`src/rtl/ex_div.sv`:
```
// ---------------------------------------------------------------------------
// ex_div
//
// Multi-cycle radix-2 restoring divider for the execute stage. It handles
// RV32M DIV, DIVU, REM and REMU. A request is taken in IDLE, and the divider
// then runs one restoring iteration per clock for 32 clocks. After the last
// iteration it loads the sign-corrected quotient or remainder into result_o
// and pulses ready_o for one cycle.
//
// Divide-by-zero and signed overflow (INT_MIN / -1) are resolved on the accept
// edge. They go straight to DONE, so their latency is one cycle.
//
// Ports
//   clk          in   system clock, rising edge
//   rst          in   synchronous active-high reset; clears every register
//   start_i      in   request strobe, sampled only in IDLE
//   op_i[2:0]    in   funct3: 100 DIV, 101 DIVU, 110 REM, 111 REMU
//   dividend_i   in   rs1 value
//   divisor_i    in   rs2 value
//   reg_waddr_i  in   destination register of the instruction
//   flush_i      in   abort any operation in progress; result is unchanged
//   result_o     out  registered quotient/remainder, held until next completion
//   ready_o      out  one-cycle completion pulse (state DONE)
//   busy_o       out  high whenever the divider is not IDLE
//   reg_waddr_o  out  destination register captured at accept
// ---------------------------------------------------------------------------
module ex_div #(
    parameter int DATA_W = 32
) (
    input  logic              clk,
    input  logic              rst,
    input  logic              start_i,
    input  logic [2:0]        op_i,
    input  logic [DATA_W-1:0] dividend_i,
    input  logic [DATA_W-1:0] divisor_i,
    input  logic [4:0]        reg_waddr_i,
    input  logic              flush_i,
    output logic [DATA_W-1:0] result_o,
    output logic              ready_o,
    output logic              busy_o,
    output logic [4:0]        reg_waddr_o
);

    typedef enum logic [1:0] {
        IDLE = 2'd0,
        CALC = 2'd1,
        DONE = 2'd2
    } state_t;

    localparam logic [DATA_W-1:0] INT_MIN  = {1'b1, {(DATA_W-1){1'b0}}};
    localparam logic [DATA_W-1:0] ALL_ONES = {DATA_W{1'b1}};

    state_t            state_q,   state_d;
    logic              rem_sel_q, rem_sel_d;   // 1: return remainder (op_i[1])
    logic              q_neg_q,   q_neg_d;     // quotient must be negated
    logic              r_neg_q,   r_neg_d;     // remainder must be negated
    logic [DATA_W-1:0] dvsr_q,    dvsr_d;      // divisor magnitude
    logic [DATA_W-1:0] dq_q,      dq_d;        // dividend shifting out, quotient shifting in
    logic [DATA_W-1:0] rem_q,     rem_d;       // partial remainder
    logic [4:0]        cnt_q,     cnt_d;       // iteration index 0..31
    logic [DATA_W-1:0] result_q,  result_d;
    logic [4:0]        waddr_q,   waddr_d;

    // Operand magnitudes and signs as seen on the accept edge. Unsigned ops
    // never count as negative, so their operands pass through unchanged.
    logic              a_neg;
    logic              b_neg;
    logic [DATA_W-1:0] a_mag;
    logic [DATA_W-1:0] b_mag;
    logic              accept;
    logic              div_zero;
    logic              sgn_ovf;

    // One restoring iteration. The trial value keeps the bit shifted out of
    // the partial remainder. Without that bit, an unsigned divisor at or
    // above 2^31 would compare against a truncated value.
    logic [DATA_W:0]   trial;
    logic [DATA_W:0]   diff;
    logic              take;
    logic [DATA_W-1:0] rem_step;
    logic [DATA_W-1:0] dq_step;
    logic [DATA_W-1:0] quot_fix;
    logic [DATA_W-1:0] rem_fix;

    // Accept qualification, operand conditioning and the datapath step.
    // This block only computes values; it does not depend on the state.
    always_comb begin
        accept   = start_i && op_i[2] && !flush_i;
        a_neg    = !op_i[0] && dividend_i[DATA_W-1];
        b_neg    = !op_i[0] && divisor_i[DATA_W-1];
        a_mag    = a_neg ? (~dividend_i + 1'b1) : dividend_i;
        b_mag    = b_neg ? (~divisor_i + 1'b1) : divisor_i;
        div_zero = (divisor_i == '0);
        sgn_ovf  = !op_i[0] && (dividend_i == INT_MIN) && (divisor_i == ALL_ONES);

        trial    = {rem_q, dq_q[DATA_W-1]};
        diff     = trial - {1'b0, dvsr_q};
        take     = (trial >= {1'b0, dvsr_q});
        rem_step = take ? diff[DATA_W-1:0] : trial[DATA_W-1:0];
        dq_step  = {dq_q[DATA_W-2:0], take};
        quot_fix = q_neg_q ? (~dq_step + 1'b1) : dq_step;
        rem_fix  = r_neg_q ? (~rem_step + 1'b1) : rem_step;
    end

    // Next-state and next-register logic. Flush is checked first, so it wins
    // over everything else. On flush the visible result and write address are
    // kept exactly as they were.
    always_comb begin
        state_d   = state_q;
        rem_sel_d = rem_sel_q;
        q_neg_d   = q_neg_q;
        r_neg_d   = r_neg_q;
        dvsr_d    = dvsr_q;
        dq_d      = dq_q;
        rem_d     = rem_q;
        cnt_d     = cnt_q;
        result_d  = result_q;
        waddr_d   = waddr_q;

        if (flush_i) begin
            state_d = IDLE;
        end else begin
            case (state_q)
                IDLE: begin
                    if (accept) begin
                        rem_sel_d = op_i[1];
                        q_neg_d   = a_neg ^ b_neg;
                        r_neg_d   = a_neg;
                        dvsr_d    = b_mag;
                        dq_d      = a_mag;
                        rem_d     = '0;
                        cnt_d     = '0;
                        waddr_d   = reg_waddr_i;
                        // Divide-by-zero returns the raw dividend as the
                        // remainder, not its magnitude.
                        if (div_zero) begin
                            result_d = op_i[1] ? dividend_i : ALL_ONES;
                            state_d  = DONE;
                        end else if (sgn_ovf) begin
                            result_d = op_i[1] ? '0 : INT_MIN;
                            state_d  = DONE;
                        end else begin
                            state_d  = CALC;
                        end
                    end
                end

                CALC: begin
                    rem_d = rem_step;
                    dq_d  = dq_step;
                    cnt_d = cnt_q + 5'd1;
                    if (cnt_q == 5'd31) begin
                        result_d = rem_sel_q ? rem_fix : quot_fix;
                        state_d  = DONE;
                    end
                end

                DONE: begin
                    state_d = IDLE;
                end

                default: begin
                    state_d = IDLE;
                end
            endcase
        end
    end

    // State and datapath registers with synchronous reset.
    always_ff @(posedge clk) begin
        if (rst) begin
            state_q   <= IDLE;
            rem_sel_q <= 1'b0;
            q_neg_q   <= 1'b0;
            r_neg_q   <= 1'b0;
            dvsr_q    <= '0;
            dq_q      <= '0;
            rem_q     <= '0;
            cnt_q     <= '0;
            result_q  <= '0;
            waddr_q   <= '0;
        end else begin
            state_q   <= state_d;
            rem_sel_q <= rem_sel_d;
            q_neg_q   <= q_neg_d;
            r_neg_q   <= r_neg_d;
            dvsr_q    <= dvsr_d;
            dq_q      <= dq_d;
            rem_q     <= rem_d;
            cnt_q     <= cnt_d;
            result_q  <= result_d;
            waddr_q   <= waddr_d;
        end
    end

    // All outputs are decoded from registers only.
    always_comb begin
        result_o    = result_q;
        reg_waddr_o = waddr_q;
        ready_o     = (state_q == DONE);
        busy_o      = (state_q != IDLE);
    end

endmodule

```
`config.mk`:
```
export PLATFORM = sky130hd
export DESIGN_NAME = ex_div
export DESIGN_NICKNAME = d
export VERILOG_FILES = /design/src/rtl/ex_div.sv
export SDC_FILE = /design/constraint.sdc
export NUM_CORES = 1
export LEC_CHECK = 0
export CAP_MARGIN = 40
export CORE_MARGIN = 5
export CORE_UTILIZATION = 55
export CTS_BUF_LIST = sky130_fd_sc_hd__clkbuf_2 sky130_fd_sc_hd__clkbuf_4 sky130_fd_sc_hd__clkbuf_8
export CTS_CLUSTER_DIAMETER = 80
export DETAILED_ROUTE_END_ITERATION = 6
export GPL_ROUTABILITY_DRIVEN = 1
export PLACE_DENSITY = 0.74
export SKIP_CTS_REPAIR_TIMING = 1
export SYNTH_ARGS = -nofsm -noshare
export SYNTH_HDL_FRONTEND = slang
export SYNTH_SLANG_ARGS = --single-unit
```
`constraint.sdc`:
```
create_clock -name clk -period 5.3 [get_ports clk]
set_input_delay 0.795 -clock clk [delete_from_list [all_inputs] [get_ports clk]]
set_output_delay 0.795 -clock clk [all_outputs]
set_load 0.05 [all_outputs]
```
==> results of run 1 <==
## synthesized netlist by cell type (39+ instances only)
master,number
clkbuf_1,61
o21ai_0,85
a21oi_1,125
nor3_1,39
inv_1,61
ha_1,39
nor2_1,217
xor2_1,71
a211oi_1,43
xnor2_1,63
nand2_1,149
dfxtp_1,143
## path summary, 6_finish.rpt
path / end / slack, ns
max: result_o[24]$_SDFFE_PP0P_ / 0.40
min: result_o[3]$_SDFFE_PP0P_ / 0.45
max reg2reg: result_o[24]$_SDFFE_PP0P_ / 0.40
min reg2reg: result_o[3]$_SDFFE_PP0P_ / 0.45
## final cells by class
cell class              count  area share [%]
inverters                  63           1.829
clock buffers              17           1.772
well taps                 270           2.558
clock inverters            15           1.118
multi-input cells        1233           60.19
flip-flops and latches    143           21.68
repair buffers            142           10.86
## registers in the layout, summed over array words and instances (netlist names)
| register | cells |
|---|---|
| rem_q | 32 |
| r_neg_q | 1 |
| rem_sel_q | 1 |
| dvsr_q | 32 |
| dq_q | 32 |
| result_o | 32 |
| reg_waddr_o | 5 |
| state_q | 2 |
| q_neg_q | 1 |
| cnt_q | 5 |
## through the flow
step	power [mW]	area [um^2]
2_1_floorplan	1.903	11480
3_3_place_gp	2.219	12730
3_5_place_dp	2.231	12820
4_1_cts	3.100	13210
5_1_grt	3.264	13210
6_report	3.117	13210
## tightest hold or removal path: cells and delay by family, from the launching register on
| family | cells | cell delay [ns] |
|---|---|---|
| DFF | 1 | 0.32 |
| and+or+nand+nor | 2 | 0.09 |
## cells by family (layout without fill, tap and decap cells)
family,after synthesis,in the layout,synth area share (%)
compound gates,480,480,29.41
flops,143,143,24.93
xor+xnor,135,135,10.36
simple gates,560,560,23.29
mux,18,18,1.624
buf+inv,159,237,5.950
fa+ha+maj,40,40,4.425
## per-layer routing
layer | vias to the layer above | global-route usage (%) | share of wire [%]
met4 | 4 | 10.05 | 3.3
met3 | 113 | 7.907 | 9.8
met2 | 582 | 48.52 | 44
met1 | 5645 | 42.46 | 43
li1 | 5749 | - | -
met5 | - | 0 | 0.070
## power by group
part | switching (mW) | total [mW] | internal, mW
clock network | 0.535 | 0.883 | 0.348
logic | 0.716 | 1.11 | 0.394
registers | 0.0251 | 1.12 | 1.10
==> impl.org, run 1 <==
** Outcome
- Outcome :: complete, but fails checks
- The checks that failed: DRC.

** Setup path
- Critical-path cell list :: inv_1 > ha_1 > a21oi_1 > o21ai_1 > a21o_1 > nor3_2 > o21ai_4 > inv_6 > buf_4 > ha_1 > nand3_1 > or3_1 > nand2b_1 > o41ai_1 > xor2_1 > o21ai_0 > o21ai_1 > o21ai_1 > a22o_1
- Crit. path cell count :: 19
- The critical path starts at dvsr_q[6]$_SDFFE_PP0P_.
- The worst setup path is captured at a register.
- Data arrives at the worst endpoint at 5.26 ns.
- Cell seen most often among critical-path stages :: o21ai_1
- The worst setup path is launched from a register.
- Data on the critical path is required at its endpoint by 5.66 ns.
- Critical setup path kind :: reg2reg
- Together, buffers and inverters on the worst path number 3.
- In this run the worst path has a maximum fanout of 29.
- Standard cell with the maximum stage delay on the critical path :: or3_1
- On the worst path, the slowest cell contributes a delay of 0.47 ns.
- The startpoint identified for the worst register-to-register timing path is dvsr_q[6]$_SDFFE_PP0P_.
- Number of cells on the worst reg-to-reg path :: 19
- Grouping stages by cell kind, the critical path spends the most delay in compound AO/OA/AOI/OAI gates.

** Power and ir drop
- Power per unit of standard cell area :: 236.1 mW/mm^2
- LEAKAGE :: 4.883 nW
- VDD sags by at most 0.1451 mV.

** Final layout
- In the final layout, the multi-input gates occupy 0.007949 mm^2.
- Post-layout util :: 64.85%
- Cells with a size suffix above 1 make up 7.874% of the layout.
- Antenna cells :: 0
- Number of nets at the end of the flow :: 1716
- Commonest cells after routing, fill and taps aside :: nor2_1 (216), nand2_1 (149), dfxtp_1 (143)
- Counting the fill cells in the layout gives 1862.
- Summing all flip-flop and latch instances after layout gives 0.002863 mm^2.
- Most common cell after layout, fill and taps aside :: nor2_1
- From synthesis to final layout, the design area changed by 15.03%.
- Excluding fillers, the count of instances in the completed layout stands at 1883.

** GRT
- Number of global-route vias before repair :: 11290
- First-pass GRT wire length :: 60310 um
- Total GRT Usage :: 31.19%
- Entering global routing, the biggest net connects 73 pins.
- Number of antenna violations at the first check in global routing :: 2
- After global routing the overflow that remains totals 0.

** Floorplanning
- The floorplan has 52 rows.
- Y dimension of the die :: 154.5 um
- After floorplanning, the core was sized to cover 0.02036 mm^2.
- The die is 154.5 um wide.
- For this design the top-level I/O count stands at 115.
- Starting Density :: 56.38%
- DIE AREA :: 0.02386 mm^2

** Worst hold path
- Counting instances, the worst hold path has a depth of 2.
- Hold_sp :: result_o[3]$_SDFFE_PP0P_
- Hold crit path type :: reg2reg

** STA
- Counting I/O delays and the setup requirement, the final critical path takes 4.901 ns.
- Setup violations remaining at the end of the flow were counted as 0.
- Final-report hold violation count :: 0
- Measured against its own limit, the worst slew margin works out to 42.63%.
- After layout, the worst path uses 92.46% of the clock period.
- Across all setup checks in the final design, the least slack found is 0.3995 ns.
- RSZ-0062 raised after global routing :: no
- Hold timing on the final database bottoms out at a slack of 0.4457 ns.
- On the final layout, the worst clock skew is 0.01634 ns.
- Transition time at the pin with the least slew margin :: 0.8585 ns
- Setup TNS after final layout :: 0 ns
- Max Clock Freq :: 204.1 MHz
- The number of slew-limit violations in the final report is 0.

** CTS
- TritonCTS clock tree :: built
- The root buffer cell chosen for the clock tree is clkbuf_8.
- After clock tree synthesis, the clock-pin slew on the worst setup and hold paths is 0.10 ns.
- Sinks on the clock net :: 143
- For the worst-skew pair, the clock arrives at the later sink with an insertion delay of 0.47 ns.
- Buffers inserted during clock tree synthesis total 17.
- The clock tree synthesis step divided the H-tree into 4 levels.
- In this run the deepest clock path goes through 2 buffers.

** Synthesis
- Post-synthesis cell type count :: 102
- Summed over its instances, the top area cell type makes up 24.93% of the synthesized netlist area.
- The cell area that synthesis handed to floorplanning was 0.01148 mm^2.
- The number of nets in the synthesized netlist is 1651.
- Counting flops with a built-in enable in the synthesized netlist gives 0.
- The cell count after synthesis came out at 1535.
- The average instance in the mapped netlist occupies 7.479 um^2.
- Yosys printed 0 warnings.
- By area the synthesized netlist is led by dfxtp_1 (25%), nor2_1 (7.1%), a21oi_1 (5.4%).
- #FFs+latches synth :: 143
- Summed over all instances, the cell type with the most area after synthesis is dfxtp_1.
- For this run, the leading register cell type out of synthesis is dfxtp_1.
- Counting flops with an async set or reset pin after synthesis yields a share of 0%.
- After synthesis, flip-flops and latches occupy 24.93% of the total area.

** Detailed routing
- Dividing the detail-routed wire length by the instance count gives 20.50 um.
- The first detailed-routing pass ran for 7 iterations.
- Once detail routing completed, the nets flagged for antenna violations numbered 0.
- After detailed routing, the number of remaining DRC violations is 6.
- Routed WL :: 38600 um
- Initial detailed-routing violation count :: 1438
- Via count normalized by instance count :: 6.422
- Vias :: 12090

** Place
- Number of input and output port buffers inserted :: 114
- Setup slack after placement :: 0.5209 ns
- The congestion estimate from routability-driven global placement came to 0.9980.
- The HPWL after detailed placement is 29270 um.
- Once placement completed, the tool counted placed cells totaling 1851.

** Run
- Maxcap violations :: 0
(Power assumes the default switching activity.)
==> run 2: changes to the inputs <==
--- a/config.mk
+++ b/config.mk
@@ -5,6 +5,7 @@
 export SDC_FILE = /design/constraint.sdc
 export NUM_CORES = 1
 export LEC_CHECK = 0
+export ABC_AREA = 1
 export CAP_MARGIN = 40
 export CORE_MARGIN = 5
 export CORE_UTILIZATION = 55
==> constraint.sdc (replaced) <==
create_clock -name clk -period 5.3 [get_ports clk]
set_input_delay 1.325 -clock clk [delete_from_list [all_inputs] [get_ports clk]]
set_output_delay 1.325 -clock clk [all_outputs]
set_load 0.05 [all_outputs]
==> run 2 against run 1 <==
Effect of this change:
- the run now ends clean
- global-route usage increased by 3.3 points
- critical path depth increased by 11
- combinational power increased by 31%
- highest routed layer unchanged
- setup slack improved by 0.40 ns
- critical path type unchanged
==> impl.org, run 2 <==
** GRT
- Entering global routing, the biggest net connects 74 pins.
- Most used routing layer in global routing :: met2
- Global routing used 34.48% of the available tracks across all layers.
- Met2 track utilization from global routing :: 51.11%
- The first global-routing pass estimated 72030 um of wire.
- Number of global-route vias before repair :: 13120
- For this run, global-route usage on met1 was measured as 50.88%.
- Final global-route overflow total :: 0
- Number of antenna violations at the first check in global routing :: 1
- Global routing consumed, on the met3 layer, 7.043% of the routing resources.

** STA
- Worst clock skew :: 0.02466 ns
- In the final timing run, aggregate negative setup slack is 0 ns.
- The worst path needs 4.497 ns of the cycle, external delays included.
- Setup violations remaining at the end of the flow were counted as 0.
- Final-report hold violation count :: 0
- Post-Route Hold Slack :: 0.4829 ns
- Max Clock Freq :: 222.4 MHz
- The number of slew-limit violations in the final report was 0.
- The final critical path takes up 84.85% of the cycle.
- RSZ-0062 raised after global routing :: no
- The worst pin sits at a relative slew slack of 34.51%.
- Setup WS post-layout :: 0.8032 ns
- For the pin with the worst max-slew slack, the measured transition is 0.9810 ns.

** Power and ir drop
- In this run the static leakage power is 6.849 nW.
- Summing internal, switching and leakage power gives 3.515 mW.
- Across the VDD grid, the largest voltage drop is 0.1546 mV.
- For this design the ratio of total power to cell area is 245.5 mW/mm^2.

** Synthesis
- Of the total synthesized cell area, the portion taken by AND, OR, NAND and NOR gates is 39.02%.
- In this run, synthesis inferred 0 flip-flops with an integrated enable.
- For this run, the register share of the synthesized area comes to 22.67%.
- The most used flip-flop cell after synthesis is dfxtp_1.
- After synthesis the netlist holds a flip-flop and latch count of 143.
- Multiplexer fraction of the synthesized cell area :: 0%
- After synthesis the cells add up to 0.01263 mm^2.
- Synthesized-area fraction occupied by ao, oa, aoi and oai cells :: 19.11%
- Synthesized-area fraction occupied by xor and xnor cells :: 2.913%
- In the post-synthesis netlist, the cell with the most instances is nand2_1.
- After Yosys synthesis, full adders, half adders and majority gates account for 4.023% of the synthesized area.
- Of all cell types, the one taking the most synthesized area is dfxtp_1.
- Of all flip-flops after synthesis, the portion carrying an async set or reset was 0%.
- Share of Yosys cell area claimed by the top area cell type :: 22.67%
- Ranking of synthesized cells by area :: dfxtp_1 (23%), nand2_1 (17%), inv_1 (8.3%)
- After synthesis, the mean cell area works out to 5.822 um^2.
- Most frequent cells after synthesis :: nand2_1 (573), inv_1 (278), nor2_1 (210), a21oi_1 (173), nand3_1 (159)
- By area, the combinational part of the netlist is dominated by simple AND/OR/NAND/NOR gates.
- Number of standard cells after synthesis :: 2169
- In this run, distinct cell masters in the synthesized netlist total 56.
- Counting every net in the synthesized netlist gives 2285.
- Yosys printed 0 warnings.

** Setup path
- For this design, the slowest cell found on the critical path is ha_1.
- The worst setup path is of the reg2reg kind.
- In this run the register-to-register setup slack is 0.80 ns.
- Data on the critical path arrives at its endpoint at 4.82 ns.
- Largest fanout of any net on the critical path :: 7
- The worst setup path is launched from a register.
- The most numerous cell type found on the critical path is nand2_1.
- Element type at the critical path end :: register
- Largest incremental delay on the critical path :: 0.42 ns
- Data on the critical path is required at its endpoint by 5.63 ns.

** Place
- Global placement routability congestion :: 1.027
- In this run the tool buffered the top-level ports with 114 buffer cells.
- Final HPWL from detailed placement :: 35860 um
- Setup slack after placement :: 0.5161 ns

** Worst hold path
- Hold crit path type :: reg2reg

** CTS
- The clock passes through at most 2 buffers.
- The tree is rooted in a clkbuf_8.
- Insertion delay to the later sink of the worst-skew pair :: 0.47 ns
- Clock tree synthesis found a total of 143 sinks.
- The H-tree generated during clock tree synthesis spans 4 levels.
- TritonCTS built the clock tree.
- Clock input transition at the sequential cells of the worst setup and hold paths :: 0.10 ns
- The number of clock buffers added by TritonCTS is 17.

** Final layout
- Most common cell after layout, fill and taps aside :: nand2_1
- The post-route netlist has 7.963% of its cells at a drive strength greater than 1.
- The top cell types in the final layout, fill and taps aside, are nand2_1 (573), inv_1 (278), nor2_1 (207).
- Cells fill 63.25% of the core in the end.
- After the last flow step, the layout net total stands at 2352.
- Area overhead of the layout relative to synthesis :: 13.41%
- Antenna cells :: 0

** Detailed routing
- In the routed layout, each cell is associated on average with a via count of 5.774.
- For this run, design rule violations remaining after detail routing come to 0.
- The routed design has 46170 um of wire.
- Number of nets still failing antenna checks after routing :: 0
- Initial detailed-routing violation count :: 1724
- Vias :: 14630
- Dividing the detail-routed wire length by the instance count gives 18.23 um.
- Number of iterations in the first detailed-routing pass :: 6

** Floorplanning
- Y dimension of the die :: 161.5 um
- Placement row count :: 55
- The initial utilization of the core area, before any placement, comes to 55.77%.
- 115 I/O pins were placed.
- Placeable core region :: 0.02264 mm^2
- The die covers 0.02609 mm^2.
- Chip width :: 161.5 um

** Outcome
- Outcome :: finished clean

** Run
- Maxcap violations :: 0
[run 2: cell count changes after synthesis, sizes merged, moves of 42 or more]
cell	before	now
o21ai	96	169
a21oi	132	175
a211oi	47	2
inv	62	306
xor2	71	29
nand3	27	168
nand2	151	605
xnor2	64	13
[run 2: cell type report]
| type | instances | area (um^2) |
|---|---|---|
| Clock buffer | 19 | 255.2 |
| Clock inverter | 12 | 147.6 |
| Fill cell | 2288 | 8320 |
| Inverter | 309 | 1160 |
| Multi-Input combinational cell | 1632 | 8239 |
| Sequential cell | 143 | 2863 |
| Tap cell | 285 | 356.6 |
| Timing Repair Buffer | 133 | 1299 |
[run 2: path summary, 6_finish.rpt]
check                                             from                        end  depth (start not counted)
worst max register to register  dvsr_q[3]$_SDFFE_PP0P_  result_o[30]$_SDFFE_PP0P_                         30
worst min register to register    r_neg_q$_SDFFE_PP0P_       r_neg_q$_SDFFE_PP0P_                          2
worst max-delay path            dvsr_q[3]$_SDFFE_PP0P_  result_o[30]$_SDFFE_PP0P_                         30
worst min-delay path              r_neg_q$_SDFFE_PP0P_       r_neg_q$_SDFFE_PP0P_                          2
[run 2: kinds of logic (layout without fill, tap and decap cells)]
kind of cell	Yosys count	count (layout)
AND/OR/NAND/NOR	1119	1119
AO/OA/AOI/OAI	431	431
buffers and inverters	394	473
flip-flops	143	143
XOR/XNOR	42	42
adder cells (fa/ha/maj)	40	40
[run 2: critical path: cells and delay by family (launching register included)]
family	cells	cell delay, ns
buf+inv	4	0.50
flops	1	0.36
compound gates	5	0.63
fa+ha+maj	2	0.64
simple gates	19	2.24
[run 2: power breakdown]
part / leakage, nW / switching, mW / internal [mW]
combinational: 5.49 / 0.992 / 0.454
clock: 0.205 / 0.491 / 0.447
sequential: 1.16 / 0.0287 / 1.10
[run 2: metrics by stage]
stage	instance area [um^2]	instances
2_1_floorplan	12630	2169
3_3_place_gp	13890	2501
3_5_place_dp	13920	2502
4_1_cts	14320	2533
5_1_grt	14320	2533
6_report	14320	2533
[run 2: metal layers]
layer  share of wire, %  vias to the layer above
met5              0.024                        -
met4                2.6                        2
met3                 11                       79
met2                 42                      745
met1                 45                     6635
li1                   -                     7165
==> RTL change (config.mk and constraints of run 2) <==
Change the parameter `DATA_W` from 32 to 36.
--- a/src/rtl/ex_div.sv
+++ b/src/rtl/ex_div.sv
@@ -25,7 +25,7 @@
 //   reg_waddr_o  out  destination register captured at accept
 // ---------------------------------------------------------------------------
 module ex_div #(
-    parameter int DATA_W = 32
+    parameter int DATA_W = 36
 ) (
     input  logic              clk,
     input  logic              rst,
Ports: changed (resized dividend_i, divisor_i and result_o); port bits go from 115 to 127. No check against the original RTL was run, so the function may have changed too.
==> RTL change against run 2 <==
Worst hold slack lost 0.0032 ns. Clock skew grew 0.0089 ns. Area after synthesis grew 10%. Synthesized cell count grew 10%. Routed wire length grew 11%. Non-clock buffer count grew 18. Sequential share of layout area grew 0.15 points. Power grew 2.9%. Worst setup slack lost 0.25 ns. Sequential cell count grew 16. Final area grew 10%.
==> RTL change: results (changes against run 2) <==
Inverters, non-clock = 313 (was 309)
Synth area leaders = dfxtp_1 23%, nand2_1 16%, nor2_1 8.3% (was dfxtp_1 23%, nand2_1 17%, inv_1 8.3%)
multi-input gate count = 1,830 (was 1,632)
initial antenna violation count = 0 (was 1)
Post-Synth XOR/XNOR Area = 3.28% (was 2.91%)
Peak VDD IR = 0.142 mV (was 0.155 mV)
HPWL after DPL = 39,400 µm (was 35,900 µm)
adder-cell share of the synthesized area = 4.02% (about the same)
final hold slack = 0.480 ns (was 0.483 ns)
routed metal-1 wirelength = 22,300 µm (was 20,600 µm)
status = complete, no violations (unchanged)
Detailed Route WL = 51,300 µm (was 46,200 µm)
largest net degree at the start of global routing = 81 (was 74)
Critical Path AT = 5.18 ns (was 4.82 ns)
DR top layer = met4 (was met5)
CTS clock-pin slew for the worst setup and hold paths = 0.12 ns (was 0.10 ns)
Mapped Nets = 2,524 (was 2,285)
total number of vias = 16,400 (was 14,600)
first-pass GRT wire length = 80,100 µm (was 72,000 µm)
capture point of the worst reg-to-reg path = result_o[28] (was result_o[30])
post-synthesis compound-gate area fraction = 19.7% (was 19.1%)
Non-clock buffers = 151 (was 133)
GRT Total Usage = 34.9% (was 34.5%)
multi-input combinational area share = 57.8% (was 57.5%)
Gate power share = 37.9% (was 41.1%)
end point of the worst hold path = reg_waddr_o[4] (was r_neg_q)
Clock Skews = 0.0336 ns (was 0.0247 ns)
share of cells above drive strength 1 = 5.96% (was 7.96%)
clock latency on the worst-skew pair = 0.51 ns (was 0.47 ns)
hold wc startpoint = reg_waddr_o[4] (was r_neg_q)
## RTL change: worst max-delay path by stage
stage               slack (ns)     startpoint      endpoint  cells after the start
CTS                       0.57     dvsr_q[29]  result_o[28]                     30
floorplan                 1.52     dvsr_q[29]  result_o[28]                     31
finish                    0.56     dvsr_q[29]  result_o[28]                     30
global placement          0.66     dvsr_q[29]  result_o[28]                     30
global route              0.09     dvsr_q[29]  result_o[28]                     30
detailed placement        0.55  dividend_i[0]  result_o[22]                     21
## RTL change: critical path, delay by kind of cell, from the launching register on
kind	cells	cell delay, ns
DFF	1	0.43
adders and majority gates	2	0.50
buffers and inverters	3	0.22
AOI/OAI and AO/OA	5	0.83
and+or+nand+nor	20	2.70
## RTL change: per-layer routing
| layer | global-route usage [%] | vias up |
|---|---|---|
| li1 | - | 7956 |
| met1 | 49.7 | 7486 |
| met2 | 53.9 | 879 |
| met3 | 6.00 | 126 |
| met4 | 11.1 | 0 |
| met5 | 0 | - |
